$ cat src/rtl/decode_pkg.sv
// decode_pkg
// Shared definitions for the decode/issue stage:
//   - RISC-V major opcode values for the recognised instruction classes
//   - opcode_class_t : classification of the 7-bit major opcode
//   - decode_info_t  : per-instruction decode summary (source usage,
//                      destination write, load flag, illegal flag, fields)
//   - classify()/decode() : pure combinational decode helpers
package decode_pkg;

   localparam logic [6:0] OPC_LOAD     = 7'b0000011;
   localparam logic [6:0] OPC_STORE    = 7'b0100011;
   localparam logic [6:0] OPC_BRANCH   = 7'b1100011;
   localparam logic [6:0] OPC_JALR     = 7'b1100111;
   localparam logic [6:0] OPC_JAL      = 7'b1101111;
   localparam logic [6:0] OPC_LUI      = 7'b0110111;
   localparam logic [6:0] OPC_AUIPC    = 7'b0010111;
   localparam logic [6:0] OPC_OPIMM    = 7'b0010011;
   localparam logic [6:0] OPC_OP       = 7'b0110011;
   localparam logic [6:0] OPC_OPIMM32  = 7'b0011011;
   localparam logic [6:0] OPC_OP32     = 7'b0111011;

   // Register fields are 5 bits wide in the instruction encoding.
   localparam int REG_FIELD_W = 5;

   typedef enum logic [3:0] {
      CLS_LOAD,
      CLS_STORE,
      CLS_BRANCH,
      CLS_JALR,
      CLS_JAL,
      CLS_LUI,
      CLS_AUIPC,
      CLS_OPIMM,
      CLS_OP,
      CLS_OPIMM32,
      CLS_OP32,
      CLS_ILLEGAL
   } opcode_class_t;

   typedef struct packed {
      logic                   uses_rs1;
      logic                   uses_rs2;
      logic                   rd_write;
      logic                   is_load;
      logic                   illegal;
      logic [REG_FIELD_W-1:0] rs1;
      logic [REG_FIELD_W-1:0] rs2;
      logic [REG_FIELD_W-1:0] rd;
   } decode_info_t;

   function automatic opcode_class_t classify(input logic [6:0] opcode);
      opcode_class_t cls;
      case (opcode)
         OPC_LOAD:    cls = CLS_LOAD;
         OPC_STORE:   cls = CLS_STORE;
         OPC_BRANCH:  cls = CLS_BRANCH;
         OPC_JALR:    cls = CLS_JALR;
         OPC_JAL:     cls = CLS_JAL;
         OPC_LUI:     cls = CLS_LUI;
         OPC_AUIPC:   cls = CLS_AUIPC;
         OPC_OPIMM:   cls = CLS_OPIMM;
         OPC_OP:      cls = CLS_OP;
         OPC_OPIMM32: cls = CLS_OPIMM32;
         OPC_OP32:    cls = CLS_OP32;
         default:     cls = CLS_ILLEGAL;
      endcase
      return cls;
   endfunction

   function automatic decode_info_t decode(input logic [31:0] instr);
      decode_info_t  info;
      opcode_class_t cls;
      cls           = classify(instr[6:0]);
      info.rs1      = instr[19:15];
      info.rs2      = instr[24:20];
      info.rd       = instr[11:7];
      info.illegal  = (cls == CLS_ILLEGAL);
      info.is_load  = (cls == CLS_LOAD);
      // Illegal opcodes read nothing and write nothing.
      info.uses_rs1 = !info.illegal &&
                      (cls != CLS_LUI) && (cls != CLS_AUIPC) && (cls != CLS_JAL);
      info.uses_rs2 = (cls == CLS_STORE) || (cls == CLS_BRANCH) ||
                      (cls == CLS_OP)    || (cls == CLS_OP32);
      info.rd_write = !info.illegal && (cls != CLS_STORE) && (cls != CLS_BRANCH) &&
                      (info.rd != '0);
      return info;
   endfunction

endpackage

$ cat src/rtl/decode_issue_stage_if.sv
// decode_issue_stage_if
// Handshake bundle between fetch, the decode/issue stage and execute.
//   Fetch side : f_valid, f_ready, f_instruction, f_pc
//   Execute    : flush, e_ready
//   Issue side : issue_valid, issue_instruction, issue_pc, issue_rs1/rs2/rd,
//                issue_rd_write, issue_is_load, issue_illegal
// modport master : surrounding pipeline (drives fetch data, flush, e_ready)
// modport slave  : the decode/issue stage
interface decode_issue_stage_if #(
   parameter int XLEN               = 64,
   parameter int INSTRUCTION_LENGTH = 32,
   parameter int REGISTER_SIZE      = 5
) ();

   logic                          f_valid;
   logic                          f_ready;
   logic [INSTRUCTION_LENGTH-1:0] f_instruction;
   logic [XLEN-1:0]               f_pc;
   logic                          flush;
   logic                          e_ready;
   logic                          issue_valid;
   logic [INSTRUCTION_LENGTH-1:0] issue_instruction;
   logic [XLEN-1:0]               issue_pc;
   logic [REGISTER_SIZE-1:0]      issue_rs1;
   logic [REGISTER_SIZE-1:0]      issue_rs2;
   logic [REGISTER_SIZE-1:0]      issue_rd;
   logic                          issue_rd_write;
   logic                          issue_is_load;
   logic                          issue_illegal;

   modport master (
      output f_valid, f_instruction, f_pc, flush, e_ready,
      input  f_ready, issue_valid, issue_instruction, issue_pc,
             issue_rs1, issue_rs2, issue_rd,
             issue_rd_write, issue_is_load, issue_illegal
   );

   modport slave (
      input  f_valid, f_instruction, f_pc, flush, e_ready,
      output f_ready, issue_valid, issue_instruction, issue_pc,
             issue_rs1, issue_rs2, issue_rd,
             issue_rd_write, issue_is_load, issue_illegal
   );

endinterface

$ cat src/rtl/issue_scoreboard.sv
// issue_scoreboard
// Per-register countdown scoreboard for read-after-write hazards against
// multi-cycle (load) producers.
//   clk, rst                 : clock, synchronous active-high reset
//   query_rs1/2, query_use1/2: source registers of the held instruction
//   busy1, busy2             : source has an outstanding load result
//   update_en                : an instruction writing rd completed issue
//   update_rd, update_is_load: its destination and whether it is a load
module issue_scoreboard #(
   parameter int REGISTER_SIZE = 5,
   parameter int LOAD_LATENCY  = 3
) (
   input  logic                     clk,
   input  logic                     rst,
   input  logic [REGISTER_SIZE-1:0] query_rs1,
   input  logic                     query_use1,
   input  logic [REGISTER_SIZE-1:0] query_rs2,
   input  logic                     query_use2,
   output logic                     busy1,
   output logic                     busy2,
   input  logic                     update_en,
   input  logic [REGISTER_SIZE-1:0] update_rd,
   input  logic                     update_is_load
);

   localparam int NUM_REGS = 2 ** REGISTER_SIZE;
   localparam int CNT_W    = (LOAD_LATENCY > 1) ? $clog2(LOAD_LATENCY) : 1;
   // A load result is forwardable LOAD_LATENCY cycles after issue, so the
   // consumer must wait LOAD_LATENCY-1 cycles.
   localparam logic [CNT_W-1:0] LOAD_INIT = CNT_W'(LOAD_LATENCY - 1);

   logic [NUM_REGS-1:0] busy_vec;

   generate
      for (genvar gi = 0; gi < NUM_REGS; gi++) begin : g_cnt
         logic [CNT_W-1:0] cnt_reg;
         logic [CNT_W-1:0] cnt_next;

         always_comb begin
            cnt_next = cnt_reg;
            if (cnt_reg != '0) begin
               cnt_next = cnt_reg - CNT_W'(1);
            end
            // A fresh producer overrides the decrement of the old value.
            if (update_en && (update_rd == REGISTER_SIZE'(gi))) begin
               cnt_next = update_is_load ? LOAD_INIT : '0;
            end
         end

         always_ff @(posedge clk) begin
            if (rst) begin
               cnt_reg <= '0;
            end else begin
               cnt_reg <= cnt_next;
            end
         end

         assign busy_vec[gi] = (cnt_reg != '0);
      end
   endgenerate

   // x0 is hardwired zero and can never be a pending producer.
   assign busy1 = query_use1 && (query_rs1 != '0) && busy_vec[query_rs1];
   assign busy2 = query_use2 && (query_rs2 != '0) && busy_vec[query_rs2];

endmodule

$ cat src/rtl/decode_issue_stage.sv
// decode_issue_stage
// One-entry decode/issue stage between fetch and execute. Holds one
// instruction, decodes it combinationally, stalls on load-use hazards via
// issue_scoreboard and counts hazard stall cycles.
//   clk, rst           : clock, synchronous active-high reset
//   bus (slave)        : fetch handshake, flush, e_ready, issue outputs
//   rf_read_addr1/2    : register file read addresses (held rs1/rs2)
//   rf_read_enable1/2  : held instruction uses that source
//   stall_count        : saturating count of hazard-stall cycles
module decode_issue_stage
   import decode_pkg::*;
#(
   parameter int XLEN               = 64,
   parameter int INSTRUCTION_LENGTH = 32,
   parameter int REGISTER_SIZE      = 5,
   parameter int LOAD_LATENCY       = 3,
   parameter int STALL_CNT_WIDTH    = 32
) (
   input  logic                       clk,
   input  logic                       rst,
   decode_issue_stage_if.slave        bus,
   output logic [REGISTER_SIZE-1:0]   rf_read_addr1,
   output logic [REGISTER_SIZE-1:0]   rf_read_addr2,
   output logic                       rf_read_enable1,
   output logic                       rf_read_enable2,
   output logic [STALL_CNT_WIDTH-1:0] stall_count
);

   logic                          hold_valid_reg, hold_valid_next;
   logic [INSTRUCTION_LENGTH-1:0] hold_instr_reg, hold_instr_next;
   logic [XLEN-1:0]               hold_pc_reg, hold_pc_next;
   logic [STALL_CNT_WIDTH-1:0]    stall_count_reg, stall_count_next;

   decode_info_t             info;
   logic [REGISTER_SIZE-1:0] rs1, rs2, rd;
   logic                     use1, use2;
   logic                     busy1, busy2;
   logic                     hazard;
   logic                     issue_valid;
   logic                     fire;
   logic                     f_ready;
   logic                     accept;

   assign info = decode(hold_instr_reg[31:0]);
   assign rs1  = REGISTER_SIZE'(info.rs1);
   assign rs2  = REGISTER_SIZE'(info.rs2);
   assign rd   = REGISTER_SIZE'(info.rd);
   assign use1 = hold_valid_reg && info.uses_rs1;
   assign use2 = hold_valid_reg && info.uses_rs2;

   issue_scoreboard #(
      .REGISTER_SIZE (REGISTER_SIZE),
      .LOAD_LATENCY  (LOAD_LATENCY)
   ) u_scoreboard (
      .clk            (clk),
      .rst            (rst),
      .query_rs1      (rs1),
      .query_use1     (use1),
      .query_rs2      (rs2),
      .query_use2     (use2),
      .busy1          (busy1),
      .busy2          (busy2),
      .update_en      (fire && info.rd_write),
      .update_rd      (rd),
      .update_is_load (info.is_load)
   );

   assign hazard      = busy1 || busy2;
   assign issue_valid = hold_valid_reg && !hazard && !bus.flush;
   assign fire        = issue_valid && bus.e_ready;
   // flush is deliberately absent here: an incoming instruction during a
   // flush is accepted by the handshake and then discarded.
   assign f_ready     = !hold_valid_reg || fire;
   assign accept      = bus.f_valid && f_ready && !bus.flush;

   always_comb begin
      hold_valid_next = hold_valid_reg;
      hold_instr_next = hold_instr_reg;
      hold_pc_next    = hold_pc_reg;
      if (bus.flush) begin
         hold_valid_next = 1'b0;
      end else if (accept) begin
         hold_valid_next = 1'b1;
         hold_instr_next = bus.f_instruction;
         hold_pc_next    = bus.f_pc;
      end else if (fire) begin
         hold_valid_next = 1'b0;
      end
   end

   // Only hazard stalls are counted; execute backpressure is not.
   always_comb begin
      stall_count_next = stall_count_reg;
      if (hazard && !bus.flush && (stall_count_reg != '1)) begin
         stall_count_next = stall_count_reg + STALL_CNT_WIDTH'(1);
      end
   end

   always_ff @(posedge clk) begin
      if (rst) begin
         hold_valid_reg  <= 1'b0;
         hold_instr_reg  <= '0;
         hold_pc_reg     <= '0;
         stall_count_reg <= '0;
      end else begin
         hold_valid_reg  <= hold_valid_next;
         hold_instr_reg  <= hold_instr_next;
         hold_pc_reg     <= hold_pc_next;
         stall_count_reg <= stall_count_next;
      end
   end

   assign bus.f_ready           = f_ready;
   assign bus.issue_valid       = issue_valid;
   assign bus.issue_instruction = hold_instr_reg;
   assign bus.issue_pc          = hold_pc_reg;
   assign bus.issue_rs1         = rs1;
   assign bus.issue_rs2         = rs2;
   assign bus.issue_rd          = rd;
   assign bus.issue_rd_write    = info.rd_write;
   assign bus.issue_is_load     = info.is_load;
   assign bus.issue_illegal     = info.illegal;

   assign rf_read_addr1   = rs1;
   assign rf_read_addr2   = rs2;
   assign rf_read_enable1 = use1;
   assign rf_read_enable2 = use2;
   assign stall_count     = stall_count_reg;

endmodule

$ cat src/flat_wrapper.sv
// flat-port wrapper written by rule: the top's interface ports become plain ports
module decode_issue_stage_flat import decode_pkg::*;
#(
   parameter int XLEN               = 64,
   parameter int INSTRUCTION_LENGTH = 32,
   parameter int REGISTER_SIZE      = 5,
   parameter int LOAD_LATENCY       = 3,
   parameter int STALL_CNT_WIDTH    = 32
)
  (clk, rst, rf_read_addr1, rf_read_addr2, rf_read_enable1, rf_read_enable2, stall_count, bus_f_valid, bus_f_instruction, bus_f_pc, bus_flush, bus_e_ready, bus_f_ready, bus_issue_valid, bus_issue_instruction, bus_issue_pc, bus_issue_rs1, bus_issue_rs2, bus_issue_rd, bus_issue_rd_write, bus_issue_is_load, bus_issue_illegal);
  decode_issue_stage_if #(.XLEN(XLEN), .INSTRUCTION_LENGTH(INSTRUCTION_LENGTH), .REGISTER_SIZE(REGISTER_SIZE)) bus_i ();
  input  logic clk;
  input  logic rst;
  output logic [REGISTER_SIZE-1:0] rf_read_addr1;
  output logic [REGISTER_SIZE-1:0] rf_read_addr2;
  output logic rf_read_enable1;
  output logic rf_read_enable2;
  output logic [STALL_CNT_WIDTH-1:0] stall_count;
  input wire logic [$bits(bus_i.f_valid)-1:0] bus_f_valid;
  input wire logic [$bits(bus_i.f_instruction)-1:0] bus_f_instruction;
  input wire logic [$bits(bus_i.f_pc)-1:0] bus_f_pc;
  input wire logic [$bits(bus_i.flush)-1:0] bus_flush;
  input wire logic [$bits(bus_i.e_ready)-1:0] bus_e_ready;
  output wire logic [$bits(bus_i.f_ready)-1:0] bus_f_ready;
  output wire logic [$bits(bus_i.issue_valid)-1:0] bus_issue_valid;
  output wire logic [$bits(bus_i.issue_instruction)-1:0] bus_issue_instruction;
  output wire logic [$bits(bus_i.issue_pc)-1:0] bus_issue_pc;
  output wire logic [$bits(bus_i.issue_rs1)-1:0] bus_issue_rs1;
  output wire logic [$bits(bus_i.issue_rs2)-1:0] bus_issue_rs2;
  output wire logic [$bits(bus_i.issue_rd)-1:0] bus_issue_rd;
  output wire logic [$bits(bus_i.issue_rd_write)-1:0] bus_issue_rd_write;
  output wire logic [$bits(bus_i.issue_is_load)-1:0] bus_issue_is_load;
  output wire logic [$bits(bus_i.issue_illegal)-1:0] bus_issue_illegal;
  assign bus_i.f_valid = bus_f_valid;
  assign bus_i.f_instruction = bus_f_instruction;
  assign bus_i.f_pc = bus_f_pc;
  assign bus_i.flush = bus_flush;
  assign bus_i.e_ready = bus_e_ready;
  assign bus_f_ready = bus_i.f_ready;
  assign bus_issue_valid = bus_i.issue_valid;
  assign bus_issue_instruction = bus_i.issue_instruction;
  assign bus_issue_pc = bus_i.issue_pc;
  assign bus_issue_rs1 = bus_i.issue_rs1;
  assign bus_issue_rs2 = bus_i.issue_rs2;
  assign bus_issue_rd = bus_i.issue_rd;
  assign bus_issue_rd_write = bus_i.issue_rd_write;
  assign bus_issue_is_load = bus_i.issue_is_load;
  assign bus_issue_illegal = bus_i.issue_illegal;
  decode_issue_stage #(.XLEN(XLEN), .INSTRUCTION_LENGTH(INSTRUCTION_LENGTH), .REGISTER_SIZE(REGISTER_SIZE), .LOAD_LATENCY(LOAD_LATENCY), .STALL_CNT_WIDTH(STALL_CNT_WIDTH)) u_core (.clk(clk), .rst(rst), .bus(bus_i), .rf_read_addr1(rf_read_addr1), .rf_read_addr2(rf_read_addr2), .rf_read_enable1(rf_read_enable1), .rf_read_enable2(rf_read_enable2), .stall_count(stall_count));
endmodule
$ cat config.mk
export PLATFORM = sky130hd
export DESIGN_NAME = decode_issue_stage_flat
export DESIGN_NICKNAME = d
export VERILOG_FILES = /design/src/rtl/decode_pkg.sv /design/src/rtl/decode_issue_stage_if.sv /design/src/rtl/issue_scoreboard.sv /design/src/rtl/decode_issue_stage.sv /design/src/flat_wrapper.sv
export SDC_FILE = /design/constraint.sdc
export NUM_CORES = 1
export LEC_CHECK = 0
export BUFFER_PORTS_ARGS = -buffer_cell sky130_fd_sc_hd__buf_2
export CAP_MARGIN = 20
export CORE_ASPECT_RATIO = 0.75
export CORE_UTILIZATION = 46
export CTS_BUF_LIST = sky130_fd_sc_hd__clkbuf_8
export DETAILED_ROUTE_END_ITERATION = 12
export HOLD_SLACK_MARGIN = 0.03
export PLACE_DENSITY = 0.75
export SLEW_MARGIN = 20
export SYNTH_ARGS = -nofsm -noshare
export SYNTH_HDL_FRONTEND = slang
export SYNTH_SLANG_ARGS = --single-unit
$ cat constraint.sdc
create_clock -name clk -period 2.75 [get_ports clk]
set_clock_uncertainty 0.1 [all_clocks]
set_input_delay 0.55 -clock clk [delete_from_list [all_inputs] [get_ports clk]]
set_output_delay 0.55 -clock clk [all_outputs]
set_load 0.03 [all_outputs]
== After elaboration in Yosys (flattened, before gate mapping) ==
Cells that the tools add are included.
Widths: inputs -> output; s select.

* Input port bits: 101
* Logic and storage cells: 330
* Register bits after elaboration: 193
* Output and inout bits: 160

* Magnitude comparators: 2
* Reduce and logical (&&, ||, !) cells: 133
* Bitwise operators: 1
* Mux-type cells: 72
* Equal/unequal tests: 53
* Add/sub/neg operators: 33

{| class="wikitable"
|+ Operators with widths
! cell !! count
|-
| $mux 2 || 65
|-
| $reduce_bool 2->1 || 65
|-
| $eq 5x5->1 const B || 16
|-
| $sub 2x1->2 const B || 32
|-
| $logic_and 1x1->1 || 52
|-
| $pmux 4 s11 || 1
|-
| $eq 5x4->1 const B || 8
|-
| $add 32x1->32 const B || 1
|-
| $ne 32x32->1 const B || 1
|-
| $eq 7x6->1 const B || 4
|-
| $eq 7x5->1 const B || 3
|-
| $eq 7x7->1 const B || 3
|-
| $eq 5x3->1 const B || 4
|-
| $reduce_bool 5->1 || 3
|-
| $eq 4x4->1 const B || 3
|-
| $lt 5x6->1 const B || 2
|-
| $ne 4x3->1 const B || 3
|-
| $bmux 1 s5 || 2
|-
| $eq 5x2->1 const B || 2
|-
| $eq 7x2->1 const B || 1
|-
| $eq 5x1->1 const B || 1
|-
| $logic_not 5->1 || 1
|-
| $logic_or 1x1->1 || 5
|-
| $eq 4x1->1 const B || 1
|-
| 9 further kinds || 15
|}

== Depth between registers and ports, before layout ==
Gate-level depths: netlist of the first run.

* Depth in word-level cells: 19
* Depth in mapped cells: 12
* Gate-level depth less buffers: 9

== Cells and area by module ==
From an unflattened synthesis of the first run, not the netlist that was laid out.

* Cell total of the unflattened synthesis: 1,161
* Area, all modules: 9,170.0 um^2

{| class="wikitable"
|+ By module, submodules not included
! module !! area an instance (um^2) !! instances !! cells an instance
|-
| decode_issue_stage || 5,316.3 || 1 || 662
|-
| issue_scoreboard || 3,853.7 || 1 || 499
|}

== Least setup slack after synthesis of the first run ==
No wires, ideal clock.

* Kind: register to register
* Start: register u_core.hold_instr_reg[7], in the netlist u_core.bus.issue_instruction[7]
* End: register u_core.u_scoreboard.g_cnt[31].cnt_reg[1]
* Setup time: 123 ps
* Setup slack: -447 ps
* Cell stages (with the launch flop): 10
* Required time: 2,527 ps
* Data arrival time: 2,973 ps
* Cells stage by stage: dfxtp_1 nor4_1 a32o_1 nor3_1 and3_1 and2_1 clkbuf_1 clkbuf_1 nand3_1 mux2_1

* Longest elaborated chain between the ends: 5

{| class="wikitable"
|+ Ends and longest elaborated chain
! element !! line !! source
|-
| from (decl) || decode_issue_stage.sv:30 || <nowiki>logic [INSTRUCTION_LENGTH-1:0] hold_instr_reg, hold_instr_next;</nowiki>
|-
| from (signal assigned) || decode_issue_stage.sv:107 || <nowiki>hold_instr_reg <= hold_instr_next;</nowiki>
|-
| $reduce_bool 5->1 * || decode_pkg.sv:85 || <nowiki>(info.rd != '0);</nowiki>
|-
| $logic_and 1x1->1 * || decode_pkg.sv:84 || <nowiki>info.rd_write = !info.illegal && (cls != CLS_STORE) && (cls != CLS_BRANCH) &&</nowiki>
|-
| named net bus_issue_rd_write || flat_wrapper.sv:31 || <nowiki>output wire logic [$bits(bus_i.issue_rd_write)-1:0] bus_issue_rd_write;</nowiki>
|-
| $logic_and 1x1->1 * || decode_issue_stage.sv:63 || <nowiki>.update_en (fire && info.rd_write),</nowiki>
|-
| $logic_and 1x1->1 * || issue_scoreboard.sv:45 || <nowiki>if (update_en && (update_rd == REGISTER_SIZE'(gi))) begin</nowiki>
|-
| $mux 2 or $reduce_bool 2->1 (tied branches) || - ||
|-
| to (signal assigned) || issue_scoreboard.sv:54 || <nowiki>cnt_reg <= cnt_next;</nowiki>
|-
| to (decl) || issue_scoreboard.sv:36 || <nowiki>logic [CNT_W-1:0] cnt_reg;</nowiki>
|}

The timed path passes the listed nets; every way through them passes the cells marked *.
A chain may end at the register's enable or synchronous reset.

== Worst setup path in the final report of the first run ==
* Start: register u_core.u_scoreboard.g_cnt[9].cnt_reg[1]
* End: output bus_issue_valid

* Longest elaborated chain between the ends: 8

{| class="wikitable"
|+ Ends and longest elaborated chain
! element !! line !! source
|-
| from (decl) || issue_scoreboard.sv:36 ||
|-
| from (signal assigned) || issue_scoreboard.sv:54 ||
|-
| $reduce_bool 2->1 * || issue_scoreboard.sv:58 || <nowiki>assign busy_vec[gi] = (cnt_reg != '0);</nowiki>
|-
| $bmux 1 s5 (on tied branches) || issue_scoreboard.sv:63, issue_scoreboard.sv:64 ||
|-
| $mux 1 (on tied branches) || issue_scoreboard.sv:63, issue_scoreboard.sv:64 ||
|-
| $logic_and 1x1->1 (on tied branches) || issue_scoreboard.sv:63, issue_scoreboard.sv:64 ||
|-
| $logic_or 1x1->1 * || decode_issue_stage.sv:68 || <nowiki>assign hazard = busy1 || busy2;</nowiki>
|-
| $logic_not 1->1 * || decode_issue_stage.sv:69 || <nowiki>assign issue_valid = hold_valid_reg && !hazard && !bus.flush;</nowiki>
|-
| $logic_and 1x1->1 * (2 in series) || decode_issue_stage.sv:69 ||
|-
| to (decl) || flat_wrapper.sv:25 || <nowiki>output wire logic [$bits(bus_i.issue_valid)-1:0] bus_issue_valid;</nowiki>
|}

Mark *: on every way between the ends. The rest lies on a longest branch, timed or not. The select of a mux whose other input is x is not followed.

==> results.ini, run 1 <==
[route]
drtPass1Iterations = 5
drc_errors = 0
wl_per_cell_um = 18.2
drt_iter0_drc = 625
vias_per_cell = 5.57
finalWirelength_mm = 29.3
postRouteAntennaNets = 0
vias = 8947

[clocking]
cts_tree = built
cts_root_buf = clkbuf_8
cts_hold_buf = 0
clk_latency_ns = 0.49
htreeDepth = 4
worst_setup_hold_path_clk_slew_ns = 0.12
clock_path_buffers = 2
clock-sinks = 191
cts_buffers = 17

[placed_design]
io_buffer_count = 260
gp_congestion = 0.856
post-dp-hpwl_mm = 17.7
dp_slack_ns = -0.275
placed_cell_area_um2 = 11500
dp_cells = 1520

[timing]
holdWs_ns = 0.158
rsz0062_at_grt = true
relSlewSlack = 0.642
drv_slew = 0
setup_ws_ns = -0.631
fin_crit_ns = 3.38
min_period_over_period = 1.23
fmax_ghz = 0.296
final-hold-violation-count = 0
fin_setup_tns_ns = -63.90
worst_slew_pin_slew_ns = 0.538
setup_violations = 170

[floorplanning]
dieArea_um2 = 20000
initial_core_util = 0.477
num_rows = 43
core_um2 = 18800
dieHeight_um = 123
io_pins = 261
die_w_um = 163

[global_routing]
grt_pass1_wl_mm = 44.1
grt_overflow_total = 0
grt_pass1_vias = 8530
grt_max_degree = 52
grt_usage = 0.284
antenna_found_initial = 0

[setup_path]
arrival_ns = 2.73
cp_slowest_stage_delay_ns = 0.43
r2r-start = u_core.u_scoreboard.g_cnt[31].cnt_reg[0]
crit_end = bus_issue_valid
path_common_cell = buf_6
r2r-end = u_core.bus.issue_instruction[15]
cpLargestDelayFamily = simple AND/OR/NAND/NOR gates
cp_slowest_cell = mux4_2
path_cells = inv_1 > ha_4 > mux4_2 > and3b_2 > nor4_4 > o2bb2ai_4 > buf_6 > nor2_4 > and3_4 > buf_6
cp-startpoint = u_core.u_scoreboard.g_cnt[9].cnt_reg[1]
cp-end-kind = output pin
worstRegToRegCells = 16
crit_type = register to output pin
worstSetupStartpointType = register
cp_num_cells = 10
rrSetupSlack_ns = -0.56
cp_max_fo = 3
required_ns = 2.10
path_buf_inv = 3

[logic_synthesis]
synth-seq-area-share = 0.427
synthesis.area_um2 = 8960
synth_enable_flop_cells = 0
ys_warn_count = 0
postSynth.asyncResetShare = 0
avgSynthCellArea_um2 = 9.46
synth_top_flop_cell = dfxtp_1
synth_cell_types = 52
ys_seq_elements = 191
synth_fp_nets = 1080
netlist_instances = 947

[power_and_ir_drop]
finalPower_mw = 8.67
powerDensity_nw_per_um2 = 656
peakVddDrop_uv = 430
leakage_nw = 6.06

[layout]
syn_to_final_growth_pct = 47.5
layout_commonest_cell = buf_2
design_area_um2 = 13200
antenna_cells = 0
drive_gt1_frac = 0.476
finalNetCount = 1478
largest_reg_flops = 64
fillCellCount = 1306
final_cells = 1605
postLayoutCoreUtil = 0.704
final_cell_mix = 257 x buf_2, 166 x dfxtp_1, 135 x buf_4

[min_path]
min_path_type = input port to register
min_path_cells = 2

[outcome]
status = complete, but fails checks
violations = negative setup slack

[run]
drv_cap = 0

## cell type report
type                    count  area, um2  area share
clock inverters            15        189      0.0143
inverters                  75        282      0.0213
flip-flops and latches    191       3860       0.292
multi-input cells         604       4890       0.370
clock buffers              17        234      0.0177
repair buffers            456       3450       0.261
well taps                 247        309      0.0234
## cells in the mapped netlist, types with 3 or more instances
cell type  number  area share
nor4_1          8      0.0056
and4_1          4      0.0039
o31ai_1         6      0.0050
mux4_2         10       0.025
nor3b_1        18       0.015
nor2b_1         4      0.0028
buf_4          30       0.025
a21oi_1        54       0.030
and3b_1         5      0.0049
nand4_1         9      0.0063
or4_1           8      0.0067
mux2_2         39       0.049
ha_1           32       0.045
buf_6           7      0.0088
dfxtp_1       191        0.43
and3_1         18       0.013
nor2_1         93       0.039
o21ai_0        19       0.011
a22o_1         96       0.094
nand2_1        17      0.0071
nand2b_1        5      0.0035
xnor2_1         3      0.0029
mux2i_1        11       0.012
xor2_1         29       0.028
clkbuf_1       32       0.013
and2_1          4      0.0028
buf_2          13      0.0073
nor3_1         27       0.015
inv_1          75       0.031
nand3_1        33       0.018
or3_1          21       0.015
## how the worst min path moves through the flow
| stage | from | end | slack, ns |
|---|---|---|---|
| floorplan | u_core.u_scoreboard.g_cnt[4].cnt_reg[0] | u_core.u_scoreboard.g_cnt[4].cnt_reg[0] | 0.43 |
| global placement | u_core.bus.issue_instruction[26] | u_core.bus.issue_instruction[26] | 0.36 |
| detailed placement | u_core.bus.issue_instruction[26] | u_core.bus.issue_instruction[26] | 0.36 |
| CTS | bus_f_pc[57] | u_core.bus.issue_pc[57] | 0.14 |
| global route | bus_f_pc[52] | u_core.bus.issue_pc[52] | 0.13 |
| finish | bus_f_pc[57] | u_core.bus.issue_pc[57] | 0.16 |
## power by group
| part | internal [mW] | total, mW | switching (mW) |
|---|---|---|---|
| combinational | 1.75 | 3.37 | 1.63 |
| clock | 0.707 | 1.95 | 1.24 |
| sequential | 3.14 | 3.35 | 0.204 |
| total | 5.60 | 8.67 | 3.07 |
## logic make-up after synthesis
family                   count (synthesis)  synth area share
AND/OR/NAND/NOR                        280             0.164
XOR/XNOR                                32            0.0313
flip-flops                             191             0.427
multiplexers                            61            0.0877
adder cells (fa/ha/maj)                 32            0.0447
AO/OA/AOI/OAI                          193             0.159
buffers and inverters                  158            0.0864
## what timing repair did
| action | CTS | global route |
|---|---|---|
| pin swaps | 35 | 20 |
| resized for setup | 66 | 69 |
| setup buffers | 19 | 12 |
| endpoints found under the setup margin | 192 | 194 |
| gates cloned | 21 | 3 |
## metal layers
| layer | routed length [um] | track usage | part of all wire |
|---|---|---|---|
| met3 | 2350 | 0.0828 | 0.080 |
| met1 | 12500 | 0.365 | 0.43 |
| met4 | 685 | 0.0876 | 0.023 |
| met5 | 0 | 0 | 0 |
| met2 | 13700 | 0.457 | 0.47 |
(Power assumes the default switching activity.)
==> run 2: changes to the inputs <==
--- a/config.mk
+++ b/config.mk
@@ -12,7 +12,8 @@
 export CTS_BUF_LIST = sky130_fd_sc_hd__clkbuf_8
 export DETAILED_ROUTE_END_ITERATION = 12
 export HOLD_SLACK_MARGIN = 0.03
-export PLACE_DENSITY = 0.75
+export PLACE_DENSITY_LB_ADDON = 0.25
+export SKIP_CTS_REPAIR_TIMING = 1
 export SLEW_MARGIN = 20
 export SYNTH_ARGS = -nofsm -noshare
 export SYNTH_HDL_FRONTEND = slang
==> constraint.sdc (replaced) <==
create_clock -name clk -period 2.75 [get_ports clk]
set_clock_uncertainty 0.1 [all_clocks]
set_input_delay 0.4125 -clock clk [delete_from_list [all_inputs] [get_ports clk]]
set_output_delay 0.4125 -clock clk [all_outputs]
set_load 0.03 [all_outputs]
==> run 2 against run 1 <==
Net effect: the flow still finishes with violations (negative setup slack); global-route usage shrank 4.8 points; fmax increased by 7.0%; sequential power about the same; highest routed layer unchanged; die area is the same; sequential cell count unchanged; routed wire length shrank 8.2%; sequential share of layout area grew 0.91 points.
==> results.ini, run 2 (synthesized netlist as in run 1, its figures left out) <==
[global_routing]
use_met1 = 0.333  ; -0.0326
grt_overflow_total = 0  ; unchanged
grtUsageMet3 = 0.0483  ; -0.0345
grt.met2_usage = 0.361  ; -0.0959
grt_usage = 0.236  ; -0.0478
grt_pass1_wl_mm = 37.1  ; -16%
grt_max_degree = 97  ; +87%
antenna_found_initial = 0  ; unchanged
grt_busiest_layer = met2
grt_pass1_vias = 7220  ; -15%

[layout]
postLayoutCoreUtil = 0.684  ; -0.0202
design_area_um2 = 12800  ; -2.9%
fillCellCount = 1448  ; +11%
largest_reg_flops = 64  ; unchanged
antenna_cells = 0  ; unchanged
layout_commonest_cell = buf_2
final_cells = 1598  ; -0.44%
finalNetCount = 1471  ; -0.47%
layout.area.seq_um2 = 3870  ; +0.16%
drive_gt1_frac = 0.432  ; -0.0442
final_cell_mix = 257 x buf_2, 161 x dfxtp_1, 121 x buf_4
syn_to_final_growth_pct = 43.2
multi_input_comb_area_um2 = 4830  ; -1.2%

[timing]
final-hold-violation-count = 0  ; unchanged
worst_slew_pin_slew_ns = 0.672  ; +0.134 ns
rsz0062_at_grt = true
min_period_over_period = 1.15  ; -0.0806
fin_setup_tns_ns = -25.84  ; +38.05 ns
drv_slew = 0  ; unchanged
setup_ws_ns = -0.409  ; +0.222 ns
fin_crit_ns = 3.16  ; -0.222 ns
fmax_ghz = 0.317  ; +7.0%
setup_violations = 146  ; -14%
holdWs_ns = 0.0278  ; -0.130 ns
relSlewSlack = 0.548  ; -0.0935

[setup_path]
required_ns = 2.24  ; +0.14 ns
crit_type = register to output pin
arrival_ns = 2.65  ; -0.08 ns
worstSetupStartpointType = register
cp-end-kind = output pin
cp_max_fo = 4  ; +1

[placed_design]
placed_cell_area_um2 = 11300  ; -1.7%
gp_congestion = 0.825  ; -3.6%
post-dp-hpwl_mm = 17.9  ; +1.3%
dp_slack_ns = -0.235  ; +0.0392 ns
dp_cells = 1494  ; -1.7%
io_buffer_count = 260  ; unchanged

[route]
vias_per_cell = 5.35  ; -4.0%
drt_iter0_drc = 629  ; +0.64%
vias = 8553  ; -4.4%
drtPass1Iterations = 4  ; -1
drc_errors = 0  ; unchanged
wl_per_cell_um = 16.8  ; -7.8%
finalWirelength_mm = 26.9  ; -8.2%
postRouteAntennaNets = 0  ; unchanged

[floorplanning]
core_um2 = 18800  ; unchanged
dieArea_um2 = 20000  ; unchanged
dieHeight_um = 123  ; unchanged
num_rows = 43  ; unchanged
die_w_um = 163  ; unchanged
initial_core_util = 0.477  ; unchanged
io_pins = 261  ; unchanged

[clocking]
cts_tree = built
clk_latency_ns = 0.49  ; about the same
cts_root_buf = clkbuf_8
cts_buffers = 17  ; unchanged
clock_path_buffers = 2  ; unchanged
htreeDepth = 4  ; unchanged
worst_setup_hold_path_clk_slew_ns = 0.12  ; about the same
clock-sinks = 191  ; unchanged

[power_and_ir_drop]
finalPower_mw = 8.49  ; -2.0%
peakVddDrop_uv = 361  ; -16%
powerDensity_nw_per_um2 = 661  ; +0.88%
leakage_nw = 5.81  ; -4.1%

[run]
drv_cap = 0  ; unchanged

[min_path]
min_path_type = input port to register

[outcome]
violations = negative setup slack
status = complete, but fails checks

[run 2: where the power goes]
| part | internal [mW] | leakage (nW) | switching (mW) | total, mW |
|---|---|---|---|---|
| Combinational | 1.66 | 4.03 | 1.55 | 3.21 |
| Sequential | 3.14 | 1.58 | 0.212 | 3.35 |
| Clock | 0.722 | 0.208 | 1.20 | 1.92 |
| Total | 5.53 | 5.81 | 2.96 | 8.49 |
[run 2: final cells by class]
type,count,share of cell area
tap,247,0.0241
clock inverter,14,0.0131
inverter,75,0.0219
timing repair buffer,454,0.244
sequential,191,0.301
clock buffer,18,0.0193
multi-input combinational,599,0.377
[run 2: worst max-delay path, cell delays in order (launching register included)]
cell and delay (ns):
dfxtp_2 0.35, inv_2 0.05, ha_4 0.15, mux4_2 0.46
and3b_2 0.23, nor4_4 0.39, o2bb2ai_4 0.19, nor2_4 0.08
and3_4 0.15, buf_6 0.13
[run 2: final timing paths]
kind / from / endpoint / slack [ns] / cells after the start
hold reg to reg: u_core.bus.issue_pc[21] / u_core.bus.issue_pc[21] / 0.39 / 1
setup / recovery: u_core.u_scoreboard.g_cnt[13].cnt_reg[1] / bus_issue_valid / -0.41 / 9
setup reg to reg: u_core.u_scoreboard.g_cnt[13].cnt_reg[1] / u_core.stall_count[6] / -0.30 / 11
hold / removal: bus_f_instruction[5] / u_core.bus.issue_instruction[5] / 0.03 / 2
[run 2: layer usage]
layer / vias to the layer above / routed length [um]
li1: 4152 / -
met1: 4099 / 12400
met2: 275 / 12700
met3: 27 / 1470
met4: 0 / 315
met5: - / 0
